$ cat src/rtl/softmax_pkg.sv
// Shared constants, exp() lookup table and FSM encoding for the fixed-point softmax engine.
package softmax_pkg;

   localparam int unsigned LUT_FRAC  = 3;
   localparam int unsigned LUT_DEPTH = 64;
   localparam int unsigned LUT_AW    = 6;
   localparam int unsigned EXP_W     = 17;
   localparam int unsigned PROB_W    = 16;
   localparam int unsigned DIV_ITER  = 33;

   typedef enum logic [2:0] {
      StIdle,
      StLoad,
      StExp,
      StDiv,
      StOut
   } state_t;

   // round(65536 * exp(-k/8)), k = 0..63
   localparam logic [EXP_W-1:0] EXP_LUT [LUT_DEPTH] = '{
      17'd65536, 17'd57835, 17'd51039, 17'd45042, 17'd39750, 17'd35079, 17'd30957, 17'd27319,
      17'd24109, 17'd21276, 17'd18776, 17'd16570, 17'd14623, 17'd12905, 17'd11388, 17'd10050,
      17'd8869,  17'd7827,  17'd6907,  17'd6096,  17'd5380,  17'd4747,  17'd4190,  17'd3697,
      17'd3263,  17'd2879,  17'd2541,  17'd2243,  17'd1979,  17'd1746,  17'd1541,  17'd1360,
      17'd1200,  17'd1059,  17'd935,   17'd825,   17'd728,   17'd642,   17'd567,   17'd500,
      17'd442,   17'd390,   17'd344,   17'd303,   17'd268,   17'd236,   17'd209,   17'd184,
      17'd162,   17'd143,   17'd127,   17'd112,   17'd99,    17'd87,    17'd77,    17'd68,
      17'd60,    17'd53,    17'd47,    17'd41,    17'd36,    17'd32,    17'd28,    17'd25
   };

endpackage

$ cat src/rtl/recip_div.sv
// Serial restoring divider computing floor(2^32 / divisor), one quotient bit per cycle.
module recip_div
   import softmax_pkg::*;
#(
   parameter int unsigned DIV_W = 21
) (
   input  logic             clk,
   input  logic             rst_n,
   input  logic             start,
   input  logic [DIV_W-1:0] divisor,
   output logic             done,
   output logic [EXP_W-1:0] quotient
);

   localparam int unsigned IT_W = $clog2(DIV_ITER + 1);
   localparam logic [IT_W-1:0] LAST_IT = IT_W'(DIV_ITER - 1);

   logic [DIV_W-1:0] r_divisor;
   logic [DIV_W-1:0] r_rem;
   logic [EXP_W-1:0] r_quo;
   logic [IT_W-1:0]  r_iter;
   logic             r_run;

   logic             w_bit;
   logic [DIV_W:0]   w_shift;
   logic             w_ge;
   logic [DIV_W-1:0] w_rem_next;

   // The dividend is 2^32, so only the first bit shifted in is a one.
   assign w_bit      = (r_iter == '0);
   assign w_shift    = {r_rem, w_bit};
   assign w_ge       = (w_shift >= {1'b0, r_divisor});
   assign w_rem_next = w_ge ? DIV_W'(w_shift - {1'b0, r_divisor}) : DIV_W'(w_shift);

   assign done     = r_run && (r_iter == LAST_IT);
   assign quotient = r_quo;

   always_ff @(posedge clk or negedge rst_n) begin
      if (!rst_n) begin
         r_divisor <= '0;
         r_rem     <= '0;
         r_quo     <= '0;
         r_iter    <= '0;
         r_run     <= 1'b0;
      end else if (start) begin
         r_divisor <= divisor;
         r_rem     <= '0;
         r_quo     <= '0;
         r_iter    <= '0;
         r_run     <= 1'b1;
      end else if (r_run) begin
         // Divisor >= 2^16 keeps the quotient within EXP_W bits; bits shifted out are zero.
         r_rem  <= w_rem_next;
         r_quo  <= {r_quo[EXP_W-2:0], w_ge};
         r_iter <= r_iter + IT_W'(1);
         if (done) r_run <= 1'b0;
      end
   end

endmodule

$ cat src/rtl/softmax_fxp.sv
// Streaming fixed-point softmax: buffer scores, exp(x - max) via LUT, one reciprocal of the
// sum, then stream Q0.16 probabilities with valid/ready on both sides.
module softmax_fxp
   import softmax_pkg::*;
#(
   parameter int unsigned LEN    = 16,
   parameter int unsigned DATA_W = 16,
   parameter int unsigned FRAC_W = 8
) (
   input  logic              clk,
   input  logic              rst_n,
   input  logic              in_valid,
   output logic              in_ready,
   input  logic [DATA_W-1:0] in_data,
   input  logic              in_last,
   output logic              out_valid,
   input  logic              out_ready,
   output logic [PROB_W-1:0] out_data,
   output logic              out_last,
   output logic              busy
);

   localparam int unsigned CNT_W = $clog2(LEN + 1);
   localparam int unsigned IDX_W = (LEN > 1) ? $clog2(LEN) : 1;
   localparam int unsigned SUM_W = EXP_W + $clog2(LEN);
   localparam int unsigned D_W   = DATA_W + 1;
   localparam int unsigned PRD_W = 2 * EXP_W;
   localparam int unsigned SCL_W = PRD_W - PROB_W;
   localparam logic [CNT_W-1:0] LAST_CNT = CNT_W'(LEN - 1);

   state_t r_state, w_state_next;

   logic [DATA_W-1:0] r_buf  [LEN];
   logic [EXP_W-1:0]  r_ebuf [LEN];
   logic [DATA_W-1:0] r_max;
   logic [CNT_W-1:0]  r_cnt;
   logic [CNT_W-1:0]  r_n;
   logic [CNT_W-1:0]  r_pos;
   logic [SUM_W-1:0]  r_sum;

   logic              w_in_fire;
   logic              w_out_fire;
   logic              w_close;
   logic              w_pos_last;
   logic [IDX_W-1:0]  w_wr_idx;
   logic [IDX_W-1:0]  w_rd_idx;
   logic [DATA_W-1:0] w_rd_val;
   logic [D_W-1:0]    w_diff;
   logic [D_W-1:0]    w_lut_idx;
   logic [EXP_W-1:0]  w_e;
   logic [SUM_W-1:0]  w_sum_next;
   logic              w_div_start;
   logic              w_div_done;
   logic [EXP_W-1:0]  w_recip;
   logic [SCL_W-1:0]  w_scaled;

   assign in_ready  = (r_state == StIdle) || (r_state == StLoad);
   assign out_valid = (r_state == StOut);
   assign busy      = (r_state != StIdle);

   assign w_in_fire  = in_valid && in_ready;
   assign w_out_fire = out_valid && out_ready;
   assign w_close    = in_last || (r_cnt == LAST_CNT);
   assign w_pos_last = (r_pos == r_n - CNT_W'(1));
   assign w_wr_idx   = r_cnt[IDX_W-1:0];
   assign w_rd_idx   = r_pos[IDX_W-1:0];
   assign w_rd_val   = r_buf[w_rd_idx];

   // Max minus element is never negative; one extra bit holds the full range.
   assign w_diff     = {r_max[DATA_W-1], r_max} - {w_rd_val[DATA_W-1], w_rd_val};
   assign w_lut_idx  = w_diff >> (FRAC_W - LUT_FRAC);
   assign w_e        = (w_lut_idx < D_W'(LUT_DEPTH)) ? EXP_LUT[w_lut_idx[LUT_AW-1:0]] : '0;
   assign w_sum_next = r_sum + SUM_W'(w_e);

   assign w_scaled = SCL_W'((PRD_W'(r_ebuf[w_rd_idx]) * PRD_W'(w_recip)) >> PROB_W);
   assign out_data = !out_valid ? '0 :
                     (|w_scaled[SCL_W-1:PROB_W]) ? '1 : w_scaled[PROB_W-1:0];
   assign out_last = out_valid && w_pos_last;

   always_comb begin
      w_state_next = r_state;
      w_div_start  = 1'b0;
      unique case (r_state)
         StIdle: if (w_in_fire) w_state_next = w_close ? StExp : StLoad;
         StLoad: if (w_in_fire && w_close) w_state_next = StExp;
         StExp: begin
            if (w_pos_last) begin
               w_state_next = StDiv;
               w_div_start  = 1'b1;
            end
         end
         StDiv:  if (w_div_done) w_state_next = StOut;
         StOut:  if (w_out_fire && w_pos_last) w_state_next = StIdle;
         default: w_state_next = StIdle;
      endcase
   end

   always_ff @(posedge clk or negedge rst_n) begin
      if (!rst_n) begin
         r_state <= StIdle;
         r_cnt   <= '0;
         r_n     <= '0;
         r_pos   <= '0;
         r_sum   <= '0;
         r_max   <= '0;
      end else begin
         r_state <= w_state_next;
         if (w_in_fire) begin
            r_cnt <= w_close ? '0 : r_cnt + CNT_W'(1);
            if (w_close) r_n <= r_cnt + CNT_W'(1);
            if ((r_state == StIdle) || ($signed(in_data) > $signed(r_max))) r_max <= in_data;
         end
         if (r_state == StIdle) begin
            r_sum <= '0;
         end else if (r_state == StExp) begin
            r_sum <= w_sum_next;
         end
         if ((r_state == StExp) || w_out_fire) begin
            r_pos <= w_pos_last ? '0 : r_pos + CNT_W'(1);
         end
      end
   end

   always_ff @(posedge clk) begin
      if (w_in_fire) r_buf[w_wr_idx] <= in_data;
      if (r_state == StExp) r_ebuf[w_rd_idx] <= w_e;
   end

   recip_div #(
      .DIV_W(SUM_W)
   ) u_recip_div (
      .clk      (clk),
      .rst_n    (rst_n),
      .start    (w_div_start),
      .divisor  (w_sum_next),
      .done     (w_div_done),
      .quotient (w_recip)
   );

endmodule

$ cat config.mk
export PLATFORM = sky130hd
export DESIGN_NAME = softmax_fxp
export DESIGN_NICKNAME = d
export VERILOG_FILES = /design/src/rtl/softmax_pkg.sv /design/src/rtl/recip_div.sv /design/src/rtl/softmax_fxp.sv
export SDC_FILE = /design/constraint.sdc
export NUM_CORES = 2
export LEC_CHECK = 0
export ABC_AREA = 1
export CELL_PAD_IN_SITES_DETAIL_PLACEMENT = 1
export CELL_PAD_IN_SITES_GLOBAL_PLACEMENT = 2
export CORE_MARGIN = 1.5
export CORE_UTILIZATION = 38
export CTS_CLUSTER_DIAMETER = 100
export DETAILED_ROUTE_END_ITERATION = 8
export MAX_ROUTING_LAYER = met4
export PLACE_DENSITY_LB_ADDON = 0.1
export SLEW_MARGIN = 20
export SYNTH_ARGS = -nofsm -noshare
export SYNTH_HDL_FRONTEND = slang
export SYNTH_HIERARCHICAL = 1
export SYNTH_SLANG_ARGS = --single-unit
$ cat constraint.sdc
create_clock -name clk -period 9.25 [get_ports clk]
set_clock_uncertainty 0.05 [all_clocks]
set_input_delay 2.775 -clock clk [delete_from_list [all_inputs] [get_ports clk]]
set_output_delay 2.775 -clock clk [all_outputs]
set_load 0.005 [all_outputs]
==> results.sh <==
export IMPL_final_setup_viol_count=16
export IMPL_critPathCaptureType="output pin"
export IMPL_hold_end="u_recip_div/r_iter[3]$_DFFE_PN0P_"
export IMPL_grt_setup_unrepaired="yes"
export IMPL_r2r_end="u_recip_div/r_divisor[20]$_DFFE_PN0P_"
export IMPL_grt_pass1_wl_mm=199
export IMPL_drtIter0Drc=2066
export IMPL_synth_cell_types=55
export IMPL_fp_dieArea_um2=107000
export IMPL_crit_top_cell="fa_1"
export IMPL_cpMaxStageDelayCell="dfrtp_4"
export IMPL_drt_wirelength_per_cell_um=22.1
export IMPL_holdPathStages=1
export IMPL_synthesis_nets=4614
export IMPL_path_class="flop to output pin"
export IMPL_postCtsHoldBufs=0
export IMPL_hold_class="flop to flop"
export IMPL_gp_congestion=0.875
export IMPL_reg2reg_from="r_pos[0]$_DFFE_PN0P_"
export IMPL_synthTopCellsByArea="edfxtp_1, fa_1, dfrtp_1, nand2_1, ha_1"
export IMPL_rrSetupSlack_ns=1.34
export IMPL_ys_flop_type="edfxtp_1"
export IMPL_synth_top_cell_by_area="edfxtp_1"
export IMPL_slew_headroom_pct=28.8
export IMPL_cts_buffer_depth=3
export IMPL_cts_root_buf="clkbuf_16"
export IMPL_avgSynthCellArea_um2=9.55
export IMPL_final_hold_viol_count=0
export IMPL_regArea_um2=18900
export IMPL_ys_async_sr_fraction_pct=18.6
export IMPL_drv_slew=0
export IMPL_violations="setup timing"
export IMPL_fin_ws_ns=-1.26
export IMPL_outcome="finished, violations left"
export IMPL_tritoncts="done"
export IMPL_cp_required_ns=6.43
export IMPL_layout_drive_gt1_share_pct=16.2
export IMPL_fp_dieW_um=327
export IMPL_ys_ff_latch=649
export IMPL_drc_errors=0
export IMPL_grt_overflow=0
export IMPL_drv_cap=0
export IMPL_final_net_count=4936
export IMPL_cpPeakStageDelay_ns=0.56
export IMPL_yosys_warnings=6
export IMPL_clock_latency_ns=0.65
export IMPL_syn_inst=4170
export IMPL_io_pins=41
export IMPL_area_delta_synth_final_pct=20.8
export IMPL_vias_per_cell=5.20
export IMPL_fin_crit_ns=10.51
export IMPL_htree_num_levels=3
export IMPL_dieHeight_um=327
export IMPL_tightest_slew_ns=1.06
export IMPL_core_area_um2=104000
export IMPL_synth_edf_count=528
export IMPL_vias=30900
export IMPL_std_cell_rows=118
export IMPL_start_util_pct=38.4
export IMPL_hpwl_mm=89.8
export IMPL_port_buffer_count=40
export IMPL_cts_made_buffers=77
export IMPL_grt_max_degree=87
export IMPL_hold_slack_ns=0.446
export IMPL_fmax_mhz=95.1
export IMPL_synth_area_um2=39800
export IMPL_antenna_left=0
export IMPL_clk_pin_slew_worst_paths_ns=0.06
export IMPL_cts_num_sinks=649
export IMPL_critical_path_arrival_ns=7.68
export IMPL_cp_start_kind="flop"
export IMPL_fillers=11700
export IMPL_grt_pass1_vias=32700
export IMPL_holdCritStartpoint="u_recip_div/r_iter[3]$_DFFE_PN0P_"
export IMPL_fin_crit_sh_pct=114
export IMPL_multi_input_area_um2=18800
export IMPL_wirelength_mm=131
export IMPL_ys_seq_area_share_pct=47.4
export IMPL_grt_usage_pct=25.4
export IMPL_r2r_cells=28
export IMPL_antenna_found_initial=3
export IMPL_drt_first_pass_iters=5
export IMPL_synth_top_area_share_pct=39.8
export IMPL_cp_max_fo=10
cell usage after synthesis (11+ instances only):
library cell and n:
xnor2_1 19, nand4_1 32, a21oi_1 116, o21ai_1 17, edfxtp_1 528, nor3_1 17
a22o_1 26, dfrtp_1 121, nand2_2 13, nor2_1 536, inv_1 536, o21ai_0 365
a221oi_1 17, clkinv_1 11, fa_1 224, nand2_1 805, clkbuf_1 133, nand3_2 13
nand3_1 126, ha_1 199, xor2_1 41, inv_2 12, buf_2 14, o22ai_1 146
stage by stage:
step / cell area [µm²] / cells / util (%) / setup WS (ns) / setup TNS (ns)
2_1_floorplan: 40000 / 4170 / - / 0.000711 / 0
3_3_place_gp: 44200 / 5730 / 42.6 / -0.947 / -14.15
4_1_cts: 47500 / 5915 / 45.8 / -1.41 / -19.42
5_1_grt: 48100 / 5933 / 46.4 / -1.57 / -23.88
3_5_place_dp: 44200 / 5730 / 42.6 / -1.04 / -15.44
6_report: 48100 / 5934 / 46.4 / -1.26 / -18.76
timing repair:
action / CTS / global route
pin swaps: 46 / 71
cloned: 8 / 5
hold endpoints to repair: 0 / 0
gates resized for setup: 160 / 146
setup endpoints to repair: 16 / 16
setup buffers: 37 / 15
critical path, delay by kind of cell, from the launching register on:
kind / cells / cell delay [ns]
xor gates and xnor gates: 1 / 0.15
AOI/OAI and AO/OA: 5 / 0.56
DFF: 1 / 0.56
adders and majority gates: 7 / 3.13
and+or+nand+nor: 7 / 0.98
buffers and inverters: 14 / 1.66
sequential cells by signal, summed over array words and instances (netlist names):
signal	count
r_buf	256
r_cnt	5
r_ebuf	272
r_max	16
r_n	5
r_pos	5
r_state	3
r_sum	21
u_recip_div/quotient	17
u_recip_div/r_divisor	21
u_recip_div/r_iter	6
u_recip_div/r_rem	21
u_recip_div/r_run	1
routing by layer:
| metal | vias up | global-route usage, % | wire length (µm) |
|---|---|---|---|
| met5 | - | - | 0 |
| met4 | 0 | 5.01 | 2470 |
| met3 | 154 | 3.69 | 6370 |
| met2 | 615 | 40.7 | 61400 |
| met1 | 15600 | 34.6 | 60800 |
| li1 | 14500 | - | - |
placed cells by master (no fill, tap or decap), types with 23 or more instances in the layout:
cell | netlist | routed
buf_6 | 9 | 25
edfxtp_1 | 528 | 528
ha_1 | 199 | 187
a21oi_1 | 116 | 98
fa_1 | 224 | 213
inv_1 | 536 | 510
nor2_2 | 4 | 44
clkdlybuf4s50_1 | 0 | 23
nand4_1 | 32 | 32
nand3_1 | 126 | 123
clkbuf_16 | 0 | 82
o21ai_0 | 365 | 291
nand2_1 | 805 | 789
inv_2 | 12 | 27
xor2_1 | 41 | 41
buf_12 | 1 | 37
buf_4 | 6 | 297
nor2_1 | 536 | 478
o22ai_1 | 146 | 141
dfrtp_1 | 121 | 119
a22o_1 | 26 | 26
o21ai_1 | 17 | 70
nand2_2 | 13 | 25
how the worst max path moves through the flow:
stage / from / end / slack, ns / cells past startpoint
6_report: r_pos[1]$_DFFE_PN0P_ / out_data[10] / -1.26 / 34
5_1_grt: r_pos[0]$_DFFE_PN0P_ / out_data[10] / -1.57 / 35
4_1_cts: r_pos[0]$_DFFE_PN0P_ / out_data[11] / -1.41 / 32
3_5_place_dp: r_pos[0]$_DFFE_PN0P_ / out_data[14] / -1.04 / 32
3_3_place_gp: r_pos[0]$_DFFE_PN0P_ / out_data[14] / -0.95 / 31
2_1_floorplan: r_pos[0]$_DFFE_PN0P_ / out_data[7] / 0.0007 / 31
final cells by class:
cell class	count	share of cell area, %
Antenna cell	1	0.00520
Inverter	560	4.55
Sequential cell	649	39.3
Clock buffer	101	4.32
Clock inverter	39	0.764
Timing Repair inverter	1	0.0338
Timing Repair Buffer	415	8.37
Multi-Input combinational cell	2788	39.1
Tap cell	1380	3.59
cell families after synthesis:
kind of cell    Yosys count  synth area share, %
xor+xnor                 62                 1.40
buf+inv                 733                 7.22
compound gates          724                 10.2
fa+ha+maj               423                 17.5
flops                   649                 47.4
simple gates           1579                 16.2
Power is not shown: default switching activity piles up to over one toggle a cycle in this logic, so the estimate is an artifact.
